`src/rtl/range_finder_pkg.sv`:
```
// Purpose: shared state encoding and mode-aware compare for the range finder stream.
// Latency: n/a (types and a combinational helper only).
// Backpressure: n/a.
package range_finder_pkg;

    typedef enum logic [1:0] {
        RF_IDLE = 2'd0,
        RF_RUN  = 2'd1,
        RF_ERR  = 2'd2
    } rf_state_t;

    // Widest sample the compare helper handles; callers zero-extend into this.
    localparam int unsigned RF_MAX_W = 64;

    // a < b. A signed compare is an unsigned compare with the sign bit (msb)
    // inverted in both operands; bits above msb are zero in both and cancel.
    function automatic logic rf_lt(input logic [RF_MAX_W-1:0] a,
                                   input logic [RF_MAX_W-1:0] b,
                                   input logic                is_signed,
                                   input logic [5:0]          msb);
        logic [RF_MAX_W-1:0] aa;
        logic [RF_MAX_W-1:0] bb;
        aa = a;
        bb = b;
        if (is_signed) begin
            aa[msb] = ~aa[msb];
            bb[msb] = ~bb[msb];
        end
        return (aa < bb);
    endfunction

endpackage

```
`src/rtl/rf_minmax_track.sv`:
```
// Purpose: running min/max/saturating-count registers for one run.
// Latency: registers update on the edge after clr/upd; *_nxt expose the post-edge values now.
// Backpressure: none; every qualified sample is absorbed in its cycle.
module rf_minmax_track
    import range_finder_pkg::*;
#(
    parameter int WIDTH = 16,
    parameter int CNT_W = 16
) (
    input  logic             clock,
    input  logic             reset_n,
    input  logic             clr,
    input  logic             upd,
    input  logic             smp_vld,
    input  logic             is_signed,
    input  logic [WIDTH-1:0] smp_dat,
    output logic [WIDTH-1:0] min_nxt,
    output logic [WIDTH-1:0] max_nxt,
    output logic [CNT_W-1:0] cnt_nxt,
    output logic             sat_evt
);

    localparam logic [5:0] MSB = 6'(WIDTH - 1);

    logic [WIDTH-1:0] min_q, min_d;
    logic [WIDTH-1:0] max_q, max_d;
    logic [CNT_W-1:0] cnt_q, cnt_d;

    logic [RF_MAX_W-1:0] smp_ext, min_ext, max_ext;

    // Zero-extend operands into the helper's fixed compare width.
    always_comb begin
        smp_ext = '0;
        min_ext = '0;
        max_ext = '0;
        smp_ext[WIDTH-1:0] = smp_dat;
        min_ext[WIDTH-1:0] = min_q;
        max_ext[WIDTH-1:0] = max_q;
    end

    // Clear/seed on a run start, otherwise fold in a qualified sample.
    always_comb begin
        min_d   = min_q;
        max_d   = max_q;
        cnt_d   = cnt_q;
        sat_evt = 1'b0;
        if (clr) begin
            min_d = '0;
            max_d = '0;
            cnt_d = '0;
            if (smp_vld) begin
                min_d = smp_dat;
                max_d = smp_dat;
                cnt_d = CNT_W'(1);
            end
        end else if (upd && smp_vld) begin
            if (cnt_q == '0) begin
                min_d = smp_dat;
                max_d = smp_dat;
            end else begin
                if (rf_lt(smp_ext, min_ext, is_signed, MSB)) min_d = smp_dat;
                if (rf_lt(max_ext, smp_ext, is_signed, MSB)) max_d = smp_dat;
            end
            // A sample arriving with the counter already full is one the count loses.
            if (&cnt_q) sat_evt = 1'b1;
            else        cnt_d   = cnt_q + CNT_W'(1);
        end
    end

    // Tracker state registers.
    always_ff @(posedge clock or negedge reset_n) begin
        if (!reset_n) begin
            min_q <= '0;
            max_q <= '0;
            cnt_q <= '0;
        end else begin
            min_q <= min_d;
            max_q <= max_d;
            cnt_q <= cnt_d;
        end
    end

    assign min_nxt = min_d;
    assign max_nxt = max_d;
    assign cnt_nxt = cnt_d;

endmodule

```
`src/rtl/range_finder_stream.sv`:
```
// Purpose: per-run min/max/range/count over a qualified sample stream between go and finish.
// Latency: result_valid pulses one cycle after the finish cycle; all outputs registered.
// Backpressure: none; samples are taken whenever data_valid is high during a run.
module range_finder_stream
    import range_finder_pkg::*;
#(
    parameter int WIDTH = 16,
    parameter int CNT_W = 16
) (
    input  logic             clock,
    input  logic             reset_n,
    input  logic [WIDTH-1:0] data_in,
    input  logic             data_valid,
    input  logic             signed_mode,
    input  logic             go,
    input  logic             finish,
    output logic             busy,
    output logic             result_valid,
    output logic [WIDTH-1:0] range,
    output logic [WIDTH-1:0] min_out,
    output logic [WIDTH-1:0] max_out,
    output logic [CNT_W-1:0] count,
    output logic             overflow,
    output logic             debug_error
);

    rf_state_t        state_q, state_d;
    logic             mode_q, mode_d;
    logic             dbg_q, dbg_d;
    logic             ovf_q, ovf_d;
    logic             rvld_q, rvld_d;
    logic [WIDTH-1:0] range_q, range_d;
    logic [WIDTH-1:0] min_q, min_d;
    logic [WIDTH-1:0] max_q, max_d;
    logic [CNT_W-1:0] cnt_q, cnt_d;

    logic             trk_clr, trk_upd, trk_sat;
    logic [WIDTH-1:0] trk_min, trk_max;
    logic [CNT_W-1:0] trk_cnt;

    rf_minmax_track #(.WIDTH(WIDTH), .CNT_W(CNT_W)) u_track (
        .clock     (clock),
        .reset_n   (reset_n),
        .clr       (trk_clr),
        .upd       (trk_upd),
        .smp_vld   (data_valid),
        .is_signed (mode_q),
        .smp_dat   (data_in),
        .min_nxt   (trk_min),
        .max_nxt   (trk_max),
        .cnt_nxt   (trk_cnt),
        .sat_evt   (trk_sat)
    );

    // Run control: start/restart, sample folding, result capture, protocol errors.
    always_comb begin
        state_d = state_q;
        mode_d  = mode_q;
        dbg_d   = dbg_q;
        ovf_d   = ovf_q | trk_sat;
        rvld_d  = 1'b0;
        range_d = range_q;
        min_d   = min_q;
        max_d   = max_q;
        cnt_d   = cnt_q;
        trk_clr = 1'b0;
        trk_upd = 1'b0;
        case (state_q)
            RF_IDLE, RF_ERR: begin
                if (finish) begin
                    state_d = RF_ERR;
                    dbg_d   = 1'b1;
                end else if (go) begin
                    state_d = RF_RUN;
                    trk_clr = 1'b1;
                    mode_d  = signed_mode;
                    dbg_d   = 1'b0;
                    ovf_d   = 1'b0;
                end
            end
            RF_RUN: begin
                if (finish) begin
                    // Fold the finish-cycle sample, then capture from the tracker's next values.
                    trk_upd = 1'b1;
                    state_d = RF_IDLE;
                    rvld_d  = 1'b1;
                    cnt_d   = trk_cnt;
                    if (trk_cnt == '0) begin
                        range_d = '0;
                        min_d   = '0;
                        max_d   = '0;
                        dbg_d   = 1'b1;
                    end else begin
                        // max >= min in the run encoding, so the difference is a
                        // non-negative value below 2^WIDTH; WIDTH-bit wrap is exact.
                        range_d = trk_max - trk_min;
                        min_d   = trk_min;
                        max_d   = trk_max;
                    end
                end else if (go) begin
                    trk_clr = 1'b1;
                    mode_d  = signed_mode;
                    dbg_d   = 1'b1;
                    ovf_d   = 1'b0;
                end else begin
                    trk_upd = 1'b1;
                end
            end
            default: state_d = RF_IDLE;
        endcase
    end

    // Control and result registers.
    always_ff @(posedge clock or negedge reset_n) begin
        if (!reset_n) begin
            state_q <= RF_IDLE;
            mode_q  <= 1'b0;
            dbg_q   <= 1'b0;
            ovf_q   <= 1'b0;
            rvld_q  <= 1'b0;
            range_q <= '0;
            min_q   <= '0;
            max_q   <= '0;
            cnt_q   <= '0;
        end else begin
            state_q <= state_d;
            mode_q  <= mode_d;
            dbg_q   <= dbg_d;
            ovf_q   <= ovf_d;
            rvld_q  <= rvld_d;
            range_q <= range_d;
            min_q   <= min_d;
            max_q   <= max_d;
            cnt_q   <= cnt_d;
        end
    end

    assign busy         = (state_q == RF_RUN);
    assign result_valid = rvld_q;
    assign range        = range_q;
    assign min_out      = min_q;
    assign max_out      = max_q;
    assign count        = cnt_q;
    assign overflow     = ovf_q;
    assign debug_error  = dbg_q;

endmodule

```
`config.mk`:
```
export PLATFORM = sky130hd
export DESIGN_NAME = range_finder_stream
export DESIGN_NICKNAME = d
export VERILOG_FILES = /design/src/rtl/range_finder_pkg.sv /design/src/rtl/rf_minmax_track.sv /design/src/rtl/range_finder_stream.sv
export SDC_FILE = /design/constraint.sdc
export NUM_CORES = 1
export LEC_CHECK = 0
export CORE_MARGIN = 2
export CORE_UTILIZATION = 45
export CTS_CLUSTER_DIAMETER = 40
export DETAILED_ROUTE_END_ITERATION = 10
export HOLD_SLACK_MARGIN = 0.06
export PLACE_DENSITY = 0.67
export SLEW_MARGIN = 20
export SYNTH_ARGS = -nofsm -noshare
export SYNTH_HDL_FRONTEND = slang
export SYNTH_SLANG_ARGS = --single-unit
```
`constraint.sdc`:
```
create_clock -name clock -period 4.5 [get_ports clock]
set_input_delay 0.9 -clock clock [delete_from_list [all_inputs] [get_ports clock]]
set_output_delay 0.9 -clock clock [all_outputs]
set_load 0.005 [all_outputs]
```
==> impl_metrics.tcl <==
set metrics [dict create \
    htreeDepth 4 \
    dieArea_mm2 0.01544 \
    clock_skew_ns 0.01045 \
    ant_nets 0 \
    cp.required_ns 4.80 \
    p_sw_uw 1537 \
    synth_xor_area_share_pct 2.019 \
    leakage_uw 0.004397 \
    netlist_area_mm2 0.006506 \
    vias 6013 \
    reg2reg_depth 22 \
    p_sw_share_pct 32.80 \
    drtIter0Drc 474 \
    overflow 0 \
    yosys-mux-area-fraction_pct 1.519 \
    place_congestion 0.8835 \
    finish.utilization_pct 68.05 \
    holdPathEnd "count[12]" \
    drive_gt1_share_pct 29.73 \
    fin_crit_sh_pct 100.7 \
    cts_buffers 17 \
    clockRootBuffer "clkbuf_16" \
    violations "negative setup slack" \
    hold_viol 0 \
    avgSynthCellArea_um2 10.17 \
    hold_start "count[12]" \
    place_inst 1000 \
    critPathKind "in -> reg" \
    ys_seq_area_share_pct 45.38 \
    path_clk_slew_ns 0.06 \
    async_reset_ff_share_pct 100.0 \
    clock_power_share_pct 28.9 \
    grt_pass1_wl_um 32780 \
    diodes 0 \
    wire_per_inst_um 19.55 \
    synth_cell_types 66 \
    rsz0062_at_grt "yes" \
    cts_tree "done" \
    design.core.area_mm2 0.01399 \
    io_buffers 89 \
    synth-seq-cells 118 \
    crit_path_end_kind "register" \
    ios 90 \
    rrSetupSlack_ns 0.11 \
    cts_sinks 118 \
    synthCells 640 \
    clock_path_buffers 2 \
    routed_wl_um 20350 \
    synth_top_family_by_area "compound AO/OA/AOI/OAI gates" \
    max_slew_margin_pct 46.15 \
    setup_ws_ns -0.03355 \
    die_w_um 124.2 \
    hold_depth 2 \
    power.internal_uw 3149 \
    p_per_area_mw_per_mm2 492.3 \
    seq_power_share_pct 30.6 \
    initial_core_util_pct 46.51 \
    tightest_slew_ns 0.8078 \
    synth-simple-area-share_pct 14.19 \
    crit_arrival_ns 4.84 \
    insertion_delay_ns 0.42 \
    synth_flop_cell "dfrtp_1" \
    startpoint_type "input pin" \
    hp-class "reg -> reg" \
    dp_hpwl_um 14310 \
    drv_cap 0 \
    syn_nets 709 \
    synth_edf_count 0 \
    timing.rr.start "u_track.max_q[9]" \
    p_comb_share_pct 40.5 \
    nNetsFinal 917 \
    pre_cts_ws_ns -0.9024 \
    worstReg2RegEnd "range[12]" \
    first_pass_iters 7 \
    track_usage_pct 26.41 \
    worstPathMaxFanout 4 \
    ir_worst_vdd_mv 0.3155 \
    slew_violations 0 \
    fmax_mhz 220.6 \
    holdWs_ns 0.4795 \
    antenna_found_initial 0 \
    synth_compound_area_share_pct 21.98 \
    grt_pass1_vias 6280 \
    grt_max_degree 62 \
    final-instance-count-excl-fill 1041 \
    finalSetupViolations 3 \
    post-route-min-period_ns 4.534 \
    tns_ns -0.05810 \
    via_per_inst 5.776 \
    synth.yosys.warnings 0 \
    dieHeight_um 124.2 \
    num_rows 43 \
    drcViolationCount 0 \
    synthAdderAreaFrac_pct 9.154 \
    outcome "finished, violations left" \
    area_growth_pct 46.31 \
]
==> synthesized netlist by cell type, drive strengths merged (3+ instances only) <==
cell type,n,area (um2)
a22o,66,578.1
buf,10,70.06
nand2b,8,50.05
dfrtp,118,2953
or3,4,25.02
and3,9,56.30
nand2,51,193.9
inv,59,221.5
and4,4,35.03
a211oi,7,57.55
o2111ai,3,26.28
nand3,13,65.06
a41oi,3,26.28
ha,46,575.6
o21a,3,22.52
nor4,8,80.08
o21ai,21,105.1
nand4,15,93.84
xnor2,4,35.03
mux2,7,78.83
a21o,7,52.55
nand3b,3,22.52
clkbuf,21,78.83
a211o,3,26.28
xor2,11,96.34
a31oi,6,37.54
nor2b,7,43.79
nor3,15,75.07
o211ai,3,22.52
o31ai,18,135.1
nor2,25,101.4
a21oi,24,120.1
a311oi,6,52.55
==> cell type report <==
cell class	count	area (um2)
Timing Repair Buffer	220	1889
Clock buffer	20	456.7
Clock inverter	12	127.6
Sequential cell	118	2953
Inverter	60	227.7
Tap cell	180	225.2
Fill cell	1066	4469
Multi-Input combinational cell	431	3640
==> critical path, cell delays in order <==
cell,delay [ns]
buf_8,0.08
inv_4,0.03
ha_4,0.25
a21o_1,0.11
a211o_1,0.19
a31oi_4,0.05
or4_4,0.54
o21ai_2,0.16
a21oi_2,0.08
buf_4,0.14
nor2_4,0.16
a22o_1,0.24
inv_2,0.07
ha_4,0.16
fa_2,0.34
nor2b_2,0.14
o21ai_1,0.07
nand2b_1,0.12
a21oi_2,0.09
o21ai_2,0.20
a41oi_2,0.18
a21oi_2,0.23
xor2_1,0.09
a22o_1,0.21
==> how the worst max path moves through the flow <==
stage | from | endpoint | slack [ns]
finish | data_in[9] | range[12] | -0.03
global placement | data_in[8] | range[15] | -0.84
floorplan | data_in[6] | range[15] | -0.008
detailed placement | data_in[8] | range[14] | -0.90
global route | data_in[9] | range[12] | -0.19
CTS | data_in[2] | range[10] | 0.01
==> layer usage <==
metal / wire [um] / track usage [%]
met5: 0 / 0
met4: 643 / 10.58
met3: 911 / 5.594
met2: 9822 / 42.30
met1: 8971 / 35.09
==> cells by family after synthesis <==
family          Yosys count
flops                   118
compound gates          188
mux                       9
xor+xnor                 15
simple gates            172
buf+inv                  91
fa+ha+maj                47
==> layout by cell type (no fill, tap or decap), drive strengths merged, types with 21 or more instances in the layout <==
cell type	n
nor2	25
clkdlybuf4s50	72
nand2	51
buf	135
inv	60
a22o	66
ha	46
o21ai	21
clkbuf	23
a21oi	24
dfrtp	118
==> power by group through the flow <==
stage	combinational (uW)	sequential, uW	clock, uW
floorplan	807	1400	0
global placement	1640	1420	0
detailed placement	1670	1430	0
CTS	1810	1420	1370
global route	2050	1450	1420
finish	1900	1430	1350
==> metrics by stage <==
| stage | cell area [um2] | power [uW] |
|---|---|---|
| floorplan | 6575 | 2209 |
| global placement | 8492 | 3064 |
| detailed placement | 8492 | 3100 |
| CTS | 9389 | 4609 |
| global route | 9519 | 4922 |
| finish | 9519 | 4686 |
==> timing repair <==
item | in CTS | in global routing
gates cloned | 0 | 0
setup buffers | 9 | 4
pin swaps | 43 | 40
endpoints found under the setup margin | 10 | 8
hold buffers | 0 | 0
gates resized for setup | 73 | 37
==> registers in the layout (all words and copies together) (netlist names), 2 cells and up <==
| register | flops |
|---|---|
| max_out | 16 |
| u_track.min_q | 16 |
| count | 16 |
| range | 16 |
| min_out | 16 |
| state_q | 2 |
| u_track.cnt_q | 16 |
| u_track.max_q | 16 |
(Power assumes the default switching activity.)
